$ cat src/rtl/idex_pipeline_stage.sv
// idex_pipeline_stage: ID/EX pipeline register with load-use hazard detection.
// Latches the decoded control bundle, operands, immediate and register
// specifiers. Inserts a bubble on a load-use hazard or a branch/jump flush,
// and freezes PC and IF/ID while the stall is requested.
// Optional feature: define IDEX_PERF_CNT_EN to add saturating 16-bit
// StallCount / FlushCount performance counters and their ports.
module idex_pipeline_stage #(
    parameter int DATA_W     = 32,
    parameter int REG_ADDR_W = 5
) (
    input  logic                  Clk,
    input  logic                  Rst,
    input  logic                  WriteEnable,
    input  logic                  Flush,
    input  logic [17:0]           CtrlIn,
    input  logic [DATA_W-1:0]     PCPlus4In,
    input  logic [DATA_W-1:0]     ReadData1In,
    input  logic [DATA_W-1:0]     ReadData2In,
    input  logic [DATA_W-1:0]     ImmIn,
    input  logic [REG_ADDR_W-1:0] RsIn,
    input  logic [REG_ADDR_W-1:0] RtIn,
    input  logic [REG_ADDR_W-1:0] RdIn,
    output logic [17:0]           CtrlOut,
    output logic [DATA_W-1:0]     PCPlus4Out,
    output logic [DATA_W-1:0]     ReadData1Out,
    output logic [DATA_W-1:0]     ReadData2Out,
    output logic [DATA_W-1:0]     ImmOut,
    output logic [REG_ADDR_W-1:0] RsOut,
    output logic [REG_ADDR_W-1:0] RtOut,
    output logic [REG_ADDR_W-1:0] RdOut,
    output logic                  ExValid,
    output logic                  Stall,
    output logic                  PCWrite,
    output logic                  IFIDWrite
`ifdef IDEX_PERF_CNT_EN
    ,
    output logic [15:0]           StallCount,
    output logic [15:0]           FlushCount
`endif
);

    // Position of MemRead inside the packed control bundle.
    localparam int MEM_READ_BIT = 14;

    typedef enum logic {
        RUN    = 1'b0,
        BUBBLE = 1'b1
    } state_t;

    state_t                  state_reg, state_next;
    logic [17:0]             ctrl_reg, ctrl_next;
    logic [DATA_W-1:0]       pc_plus4_reg, pc_plus4_next;
    logic [DATA_W-1:0]       rd1_reg, rd1_next;
    logic [DATA_W-1:0]       rd2_reg, rd2_next;
    logic [DATA_W-1:0]       imm_reg, imm_next;
    logic [REG_ADDR_W-1:0]   rs_reg, rs_next;
    logic [REG_ADDR_W-1:0]   rt_reg, rt_next;
    logic [REG_ADDR_W-1:0]   rd_reg, rd_next;
    logic                    ex_valid_reg, ex_valid_next;
    logic                    hazard;
    logic                    stall;

    // Load in EX whose destination (Rt) is read by the decode instruction.
    // Rt is always compared, even for instructions that do not read it.
    assign hazard = ctrl_reg[MEM_READ_BIT] & ex_valid_reg
                  & (rt_reg != '0)
                  & ((rt_reg == RsIn) | (rt_reg == RtIn));

    // A flush already discards the decode instruction, so no stall then;
    // a disabled stage holds everything and re-evaluates later.
    assign stall     = hazard & WriteEnable & ~Flush;
    assign Stall     = stall;
    assign PCWrite   = ~stall;
    assign IFIDWrite = ~stall;

    // Next-state selection: flush > hold > bubble > normal load.
    always_comb begin
        state_next    = state_reg;
        ctrl_next     = ctrl_reg;
        pc_plus4_next = pc_plus4_reg;
        rd1_next      = rd1_reg;
        rd2_next      = rd2_reg;
        imm_next      = imm_reg;
        rs_next       = rs_reg;
        rt_next       = rt_reg;
        rd_next       = rd_reg;
        ex_valid_next = ex_valid_reg;
        if (Flush) begin
            state_next    = BUBBLE;
            ctrl_next     = '0;
            ex_valid_next = 1'b0;
            pc_plus4_next = PCPlus4In;
            rd1_next      = ReadData1In;
            rd2_next      = ReadData2In;
            imm_next      = ImmIn;
            rs_next       = RsIn;
            rt_next       = RtIn;
            rd_next       = RdIn;
        end else if (!WriteEnable) begin
            state_next    = state_reg;
        end else if (stall) begin
            // Bubble: squash control, keep the data fields as they are.
            state_next    = BUBBLE;
            ctrl_next     = '0;
            ex_valid_next = 1'b0;
        end else begin
            state_next    = RUN;
            ctrl_next     = CtrlIn;
            ex_valid_next = 1'b1;
            pc_plus4_next = PCPlus4In;
            rd1_next      = ReadData1In;
            rd2_next      = ReadData2In;
            imm_next      = ImmIn;
            rs_next       = RsIn;
            rt_next       = RtIn;
            rd_next       = RdIn;
        end
    end

    // Pipeline register and bubble-state register.
    always_ff @(posedge Clk or posedge Rst) begin
        if (Rst) begin
            state_reg    <= RUN;
            ctrl_reg     <= '0;
            pc_plus4_reg <= '0;
            rd1_reg      <= '0;
            rd2_reg      <= '0;
            imm_reg      <= '0;
            rs_reg       <= '0;
            rt_reg       <= '0;
            rd_reg       <= '0;
            ex_valid_reg <= 1'b0;
        end else begin
            state_reg    <= state_next;
            ctrl_reg     <= ctrl_next;
            pc_plus4_reg <= pc_plus4_next;
            rd1_reg      <= rd1_next;
            rd2_reg      <= rd2_next;
            imm_reg      <= imm_next;
            rs_reg       <= rs_next;
            rt_reg       <= rt_next;
            rd_reg       <= rd_next;
            ex_valid_reg <= ex_valid_next;
        end
    end

    assign CtrlOut      = ctrl_reg;
    assign PCPlus4Out   = pc_plus4_reg;
    assign ReadData1Out = rd1_reg;
    assign ReadData2Out = rd2_reg;
    assign ImmOut       = imm_reg;
    assign RsOut        = rs_reg;
    assign RtOut        = rt_reg;
    assign RdOut        = rd_reg;
    assign ExValid      = ex_valid_reg;

`ifdef IDEX_PERF_CNT_EN
    logic [15:0] stall_count_reg;
    logic [15:0] flush_count_reg;

    // Saturating event counters for hazard bubbles and flushes.
    always_ff @(posedge Clk or posedge Rst) begin
        if (Rst) begin
            stall_count_reg <= '0;
            flush_count_reg <= '0;
        end else begin
            if (stall && (stall_count_reg != 16'hFFFF)) begin
                stall_count_reg <= stall_count_reg + 16'd1;
            end
            if (Flush && (flush_count_reg != 16'hFFFF)) begin
                flush_count_reg <= flush_count_reg + 16'd1;
            end
        end
    end

    assign StallCount = stall_count_reg;
    assign FlushCount = flush_count_reg;
`endif

endmodule

$ cat config.mk
export PLATFORM = sky130hd
export DESIGN_NAME = idex_pipeline_stage
export DESIGN_NICKNAME = d
export VERILOG_FILES = /design/src/rtl/idex_pipeline_stage.sv
export SDC_FILE = /design/constraint.sdc
export NUM_CORES = 1
export LEC_CHECK = 0
export ABC_AREA = 1
export CAP_MARGIN = 40
export CORE_ASPECT_RATIO = 0.8
export CORE_MARGIN = 3
export CORE_UTILIZATION = 37
export CTS_CLUSTER_DIAMETER = 150
export CTS_CLUSTER_SIZE = 14
export DETAILED_ROUTE_END_ITERATION = 8
export GPL_ROUTABILITY_DRIVEN = 1
export PLACE_DENSITY = 0.85
export SYNTH_ARGS = -nofsm -noshare
export SYNTH_HDL_FRONTEND = slang
export SYNTH_SLANG_ARGS = --single-unit
$ cat constraint.sdc
create_clock -name Clk -period 5.15 [get_ports Clk]
set_clock_uncertainty 0.15 [all_clocks]
set_input_delay 0.7725 -clock Clk [delete_from_list [all_inputs] [get_ports Clk]]
set_output_delay 0.7725 -clock Clk [all_outputs]
set_load 0.02 [all_outputs]
==> reports/qor_table.md, run 1 <==
| Item | Value | Unit |
|:---|:---|:---|
| Run status | completed | - |
| CP Data Required Time | 4.23 | ns |
| Area of the core | 0.0174 | sq mm |
| CP Capture Type | output pin | - |
| Worst IR drop on VDD | 190 | uV |
| Clock latency of the later-clocked register in the worst-skew pair | 0.42 | ns |
| Critical R2R Launch | RtOut[2] | - |
| Commonest cells after routing, fill and taps aside | 348 x sky130_fd_sc_hd__nand2_1, 329 x sky130_fd_sc_hd__clkdlybuf4s50_1, 164 x sky130_fd_sc_hd__nand3_1 | - |
| Number of setup buffers added after CTS | 0 | - |
| Crit share post-route | 76.3 | % |
| Static leakage power | 5.11 | nW |
| Kind of path behind the tightest hold check | reg2reg | - |
| Via count of the first global-routing pass | 6226 | - |
| Sinks on the clock net | 162 | - |
| Hold Fails Final Rpt | 0 | - |
| Cts repair resizes | 0 | - |
| Port-buffer cells | 329 | - |
| Layout Area Growth over Synthesis | 59.9 | % |
| Endpoint arrival time on the critical path | 3.01 | ns |
| Total length of routed met3 wires | 1500 | microns |
| End of the worst register-to-register path | ImmOut[18] | - |
| Number of antenna violations at the first check in global routing | 0 | - |
| Synthesized flop and latch total | 162 | - |
| Number of placement rows | 43 | - |
| Full die area | 0.0196 | sq mm |
| Capturing instance or port of the critical path | Stall | - |
| Chip Height | 126 | microns |
| Total global routing track utilization | 21.4 | % |
| CTS buffer count | 17 | - |
| Critical path startpoint category | input pin | - |
| Effective utilization at floorplan | 38.0 | % |
| Total standard cell area after synthesis | 0.00662 | sq mm |
| Starting DRT DRC Count | 506 | - |
| Non-filler instance count after layout | 1302 | - |
| Number of max-cap violations | 0 | - |
| Buffer depth of the longest clock path | 2 | - |
| Most frequent standard cell in the layout excluding fill and tap cells | sky130_fd_sc_hd__nand2_1 | - |
| RSZ-0062 raised after global routing | false | - |
| Ranking of synthesized cells by area | sky130_fd_sc_hd__dfrtp_1 61%, sky130_fd_sc_hd__nand2_1 20%, sky130_fd_sc_hd__nand3_1 12% | - |
| Placed cell count | 1271 | - |
| H-tree Lvls | 4 | - |
| Share of the synthesized area in the top cell type | 61.2 | % |
| Final layout net count | 1230 | - |
| Setup violators final | 0 | - |
| Avg Synthesized Cell Area | 8.71 | sq um |
| Met2 routed wirelength | 10200 | microns |
| Number of nets with antenna violations after detailed routing | 0 | - |
| Register-to-Register Setup Slack | 2.58 | ns |
| Cell taking the most area after synthesis | sky130_fd_sc_hd__dfrtp_1 | - |
| Post-synthesis net count | 925 | - |
| Shortest clock period the worst path allows after layout | 3.93 | ns |
| Estimated wirelength of the detail-placed design | 14700 | microns |
| Synth warn | 0 | - |
| TritonCTS clock tree | yes | - |
| Routed metal-1 wire length | 8690 | microns |
| Number of max-slew violations in the final report | 0 | - |
| Setup tns final | 0 | ns |
| Buffer type at the clock tree root | sky130_fd_sc_hd__clkbuf_16 | - |
| Horizontal extent of the die | 156 | microns |
| Worst-case reg-to-reg path depth | 8 | - |
| Slew headroom | 38.3 | % |
| Routed wire length | 21000 | microns |
| Register area share after synthesis | 61.2 | % |
| Wire length per cell after detailed routing | 16.1 | microns |
| Final GP Congestion | 0.853 | - |
| Cells after synthesis | 760 | - |
| Power per unit of standard cell area | 315 | mW/mm^2 |
| Post-route DRC | 0 | - |
| First-pass iteration count of the detailed router | 7 | - |
| Largest net degree at the start of global routing | 163 | - |
| Timing startpoint of the critical path | RsIn[4] | - |
| Critical path class | in2out | - |
| Count of unique library cells instantiated by Yosys | 14 | - |
| Number of vias per cell after detailed routing | 4.81 | - |
| Top Metal Used | met4 | - |
| Number of vias in the routed layout | 6259 | - |
| Wire length of the first global-routing pass | 33600 | microns |
| Num ports | 330 | - |
| Number of fillers in the final layout | 1478 | - |
| Post-route worst hold slack | 0.317 | ns |
| Total inserted antenna cells | 0 | - |
| Transition time of the tightest slew-check pin | 0.925 | ns |
| Fmax | 0.255 | GHz |
| Sum of overflow across all layers after global routing | 0 | - |
| Clock input transition at the sequential cells of the worst setup and hold paths | 0.07 | ns |
| Share of final-layout standard cells stronger than drive strength 1 | 4.27 | % |
| Highest fanout seen on the critical path | 39 | - |
| Number of hold-repair buffers added at the cts stage | 0 | - |
## worst max-delay path, stage by stage
cell and delay (ns):
sky130_fd_sc_hd__clkdlybuf4s50_1 0.51, sky130_fd_sc_hd__inv_1 0.05, sky130_fd_sc_hd__nand2_1 0.05, sky130_fd_sc_hd__nand2_1 0.08, sky130_fd_sc_hd__nor2_1 0.11, sky130_fd_sc_hd__nand3_1 0.09, sky130_fd_sc_hd__nand2_1 0.13, sky130_fd_sc_hd__nand3_4 0.38
sky130_fd_sc_hd__inv_1 0.17, sky130_fd_sc_hd__clkdlybuf4s50_1 0.63
## synth_stat cells
master,count
sky130_fd_sc_hd__nand2_1,348
sky130_fd_sc_hd__nand3_1,165
sky130_fd_sc_hd__dfrtp_1,162
sky130_fd_sc_hd__buf_2,17
sky130_fd_sc_hd__inv_1,13
sky130_fd_sc_hd__nor2_1,12
sky130_fd_sc_hd__buf_1,11
sky130_fd_sc_hd__buf_4,10
sky130_fd_sc_hd__clkbuf_1,7
sky130_fd_sc_hd__buf_6,6
sky130_fd_sc_hd__inv_2,5
sky130_fd_sc_hd__xnor2_1,2
sky130_fd_sc_hd__nand2_2,1
sky130_fd_sc_hd__o21ai_0,1
## cell type report
class	count	area, sq um	area share (%)
multi-input cells	529	2220	21.0
well taps	225	282	2.66
repair buffers	337	3390	32.0
clock inverters	12	125	1.18
inverters	18	73.8	0.697
flip-flops and latches	162	4050	38.3
clock buffers	19	443	4.18
## sequential cells by signal (all words and copies together) (netlist names)
signal        count
ImmOut           32
ExValid           1
ReadData1Out     32
CtrlOut          18
ReadData2Out     32
PCPlus4Out       32
RtOut             5
RsOut             5
RdOut             5
## worst min-delay path by stage
| stage | startpoint | to | slack [ns] | depth (start not counted) |
|---|---|---|---|---|
| floorplan | PCPlus4Out[0] | PCPlus4Out[0] | 0.43 | 2 |
| finish | ReadData2Out[5] | ReadData2Out[5] | 0.32 | 2 |
| CTS | PCPlus4Out[16] | PCPlus4Out[16] | 0.32 | 2 |
| global route | ReadData1Out[28] | ReadData1Out[28] | 0.34 | 2 |
| global placement | ReadData2Out[21] | ReadData2Out[21] | 0.30 | 2 |
| detailed placement | ReadData2Out[5] | ReadData2Out[5] | 0.31 | 2 |
## metrics by stage
stage	total power, mW	util, %	instance area, sq um	worst slack, ns
after global placement	2.13	57.5	10000	1.33
after global routing	3.49	60.8	10600	1.11
final	3.34	60.8	10600	1.22
after floorplan	1.75	-	6630	2.17
after detailed placement	2.15	57.5	10000	1.25
after CTS	3.38	60.8	10600	1.25
## routing by layer
| layer | vias to the layer above | track usage, % |
|---|---|---|
| met5 | - | 0 |
| met4 | 0 | 7.93 |
| met3 | 40 | 6.05 |
| met2 | 248 | 33.8 |
| met1 | 2954 | 28.2 |
| li1 | 3017 | - |
## where the power goes
| group | leakage (nW) | internal, mW | switching (mW) |
|---|---|---|---|
| registers | 1.96 | 1.37 | 0.0621 |
| logic | 2.88 | 0.346 | 0.340 |
| clock network | 0.269 | 0.688 | 0.529 |
## cell families (layout without fill, tap and decap cells)
group | count (synthesis) | count (layout) | synth area share, %
AO/OA/AOI/OAI | 1 | 1 | 0.0755
buffers and inverters | 69 | 386 | 5.48
flip-flops | 162 | 162 | 61.2
AND/OR/NAND/NOR | 526 | 526 | 33.0
XOR/XNOR | 2 | 2 | 0.265
(Power assumes the default switching activity.)
==> inputs of run 2 (changes only) <==
- clock period: 5.15 -> 3.4 ns (I/O delays scaled with it)
==> run 2 against run 1 <==
Effect of this change:
- die area unchanged
- combinational power is 52% higher
- register-to-register slack got worse by 1.6 ns
- flip-flop and latch count is the same
- critical path type unchanged
- largest cell class unchanged
- highest routed layer unchanged
==> reports/qor_table.md, run 2 (synthesis gave the netlist of run 1 again) <==
| Item | Value | Unit |
|:---|:---|:---|
| Area of the core | 0.0174 | sq mm |
| Delay of the slowest cell on the worst path | 0.60 | ns |
| Buffer depth of the longest clock path | 2 | - |
| Library cell appearing most often on the critical path | sky130_fd_sc_hd__nand2_1 | - |
| Number of vias per cell after detailed routing | 4.83 | - |
| Number of vias in the routed layout | 6304 | - |
| Number of fillers in the final layout | 1493 | - |
| Total inserted antenna cells | 0 | - |
| Final layout net count | 1233 | - |
| Slew headroom | 57.1 | % |
| Endpoint arrival time on the critical path | 2.39 | ns |
| Total global routing track utilization | 21.1 | % |
| Critical Path Slowest Stage Cell | sky130_fd_sc_hd__clkdlybuf4s50_1 | - |
| Critical path startpoint category | input pin | - |
| Largest net degree at the start of global routing | 108 | - |
| Cell breakdown of the critical path | clkdlybuf4s50_1 > inv_1 > nand2_1 > nand2_1 > nor2_1 > nand3_1 > nand2_1 > nand3_4 > inv_1 > clkdlybuf4s50_1 | - |
| CP Data Required Time | 2.74 | ns |
| Setup tns final | 0 | ns |
| Num ports | 330 | - |
| Routed wire length | 21100 | microns |
| Wire length of the first global-routing pass | 33200 | microns |
| Fmax | 0.328 | GHz |
| Buffer type at the clock tree root | sky130_fd_sc_hd__clkbuf_16 | - |
| Number of placement rows | 43 | - |
| Effective utilization at floorplan | 38.0 | % |
| Largest delay contributor family on the critical path | buffers and inverters | - |
| Cts repair resizes | 0 | - |
| Number of max-slew violations in the final report | 0 | - |
| Post-route DRC | 0 | - |
| Worst IR drop on VDD | 280 | uV |
| Run status | completed | - |
| Sinks on the clock net | 162 | - |
| Starting DRT DRC Count | 613 | - |
| Worst path buffer plus inverter count | 4 | - |
| Final critical-path setup slack | 0.351 | ns |
| Number of antenna violations at the first check in global routing | 0 | - |
| Via count of the first global-routing pass | 6284 | - |
| Kind of path behind the tightest hold check | reg2reg | - |
| Sum of overflow across all layers after global routing | 0 | - |
| Number of setup buffers added after CTS | 0 | - |
| Full die area | 0.0196 | sq mm |
| Wire length per cell after detailed routing | 16.2 | microns |
| CTS buffer count | 17 | - |
| Setup violators final | 0 | - |
| First-pass iteration count of the detailed router | 5 | - |
| Overall Power | 5.24 | mW |
| Number of nets with antenna violations after detailed routing | 0 | - |
| Critical path class | in2out | - |
| Worst Setup Slack post-DPL | 0.352 | ns |
| Horizontal extent of the die | 156 | microns |
| Hold Fails Final Rpt | 0 | - |
| Number of max-cap violations | 0 | - |
| Share of final-layout standard cells stronger than drive strength 1 | 4.54 | % |
| Estimated wirelength of the detail-placed design | 14900 | microns |
| Placed cell count | 1274 | - |
| Port-buffer cells | 329 | - |
| Non-filler instance count after layout | 1304 | - |
| Clock latency of the later-clocked register in the worst-skew pair | 0.41 | ns |
| Chip Height | 126 | microns |
| RSZ-0062 raised after global routing | false | - |
| Transition time of the tightest slew-check pin | 0.642 | ns |
| Highest fanout seen on the critical path | 11 | - |
| Shortest clock period the worst path allows after layout | 3.05 | ns |
| TritonCTS clock tree | yes | - |
| Layout Area Growth over Synthesis | 61.5 | % |
| Clock input transition at the sequential cells of the worst setup and hold paths | 0.06 | ns |
| Final GP Congestion | 0.866 | - |
| H-tree Lvls | 4 | - |
| Crit share post-route | 89.7 | % |
| Power per unit of standard cell area | 490 | mW/mm^2 |
| Most frequent standard cell in the layout excluding fill and tap cells | sky130_fd_sc_hd__nand2_1 | - |
| CP Capture Type | output pin | - |
| Number of hold-repair buffers added at the cts stage | 0 | - |
| Static leakage power | 5.16 | nW |
| Commonest cells after routing, fill and taps aside | 348 x sky130_fd_sc_hd__nand2_1, 329 x sky130_fd_sc_hd__clkdlybuf4s50_1, 164 x sky130_fd_sc_hd__nand3_1 | - |
[run 2: worst register-to-register path, cell delays in order, from the launching register on]
cell and delay (ns):
sky130_fd_sc_hd__dfrtp_1 0.45, sky130_fd_sc_hd__inv_2 0.08, sky130_fd_sc_hd__nand2_1 0.06, sky130_fd_sc_hd__nand2_1 0.05
sky130_fd_sc_hd__nor2_1 0.10, sky130_fd_sc_hd__nand3_1 0.08, sky130_fd_sc_hd__nand2_1 0.15, sky130_fd_sc_hd__nand3_4 0.18
sky130_fd_sc_hd__buf_4 0.21, sky130_fd_sc_hd__nand2_4 0.25, sky130_fd_sc_hd__buf_12 0.30, sky130_fd_sc_hd__nand2_1 0.12
sky130_fd_sc_hd__nand2_1 0.10
[run 2: path summary, 6_finish.rpt]
path	start	endpoint	slack, ns	cells after the start
setup reg to reg	RtOut[1]	ReadData1Out[22]	1.03	12
setup / recovery	RsIn[4]	Stall	0.35	10
hold / removal	RsOut[1]	RsOut[1]	0.32	2
min in group asynchronous	Rst	ReadData1Out[18]	0.43	3
hold reg to reg	RsOut[1]	RsOut[1]	0.32	2
max in group asynchronous	Rst	CtrlOut[2]	2.26	3
[run 2: metrics by stage]
stage	instance area, sq um	utilization, %	hold slack, ns
after global placement	10100	57.8	0.302
final	10700	61.3	0.315
after detailed placement	10100	57.8	0.307
after global routing	10700	61.3	0.333
after floorplan	6630	-	0.428
after CTS	10700	61.3	0.322
[run 2: layer usage]
| metal | share of wire, % | vias to the layer above | track usage, % | wire length, microns |
|---|---|---|---|---|
| li1 | - | 3023 | - | - |
| met3 | 6.4 | 47 | 5.36 | 1360 |
| met2 | 49 | 247 | 33.9 | 10300 |
| met1 | 41 | 2987 | 27.3 | 8770 |
| met5 | 0 | - | 0 | 0 |
| met4 | 3.3 | 0 | 8.59 | 696 |
[run 2: power by group]
group          switching (mW)  total [mW]  internal (mW)
clock network           0.775        2.02           1.25
registers              0.0941        2.18           2.08
logic                   0.518        1.04          0.527
[run 2: layout make-up]
| class | count | area [sq um] | area share, % |
|---|---|---|---|
| clock buffers | 18 | 439 | 4.11 |
| clock inverters | 12 | 183 | 1.71 |
| well taps | 225 | 282 | 2.63 |
| multi-input cells | 529 | 2220 | 20.8 |
| inverters | 18 | 73.8 | 0.690 |
| flip-flops and latches | 162 | 4050 | 37.9 |
| repair buffers | 340 | 3440 | 32.2 |
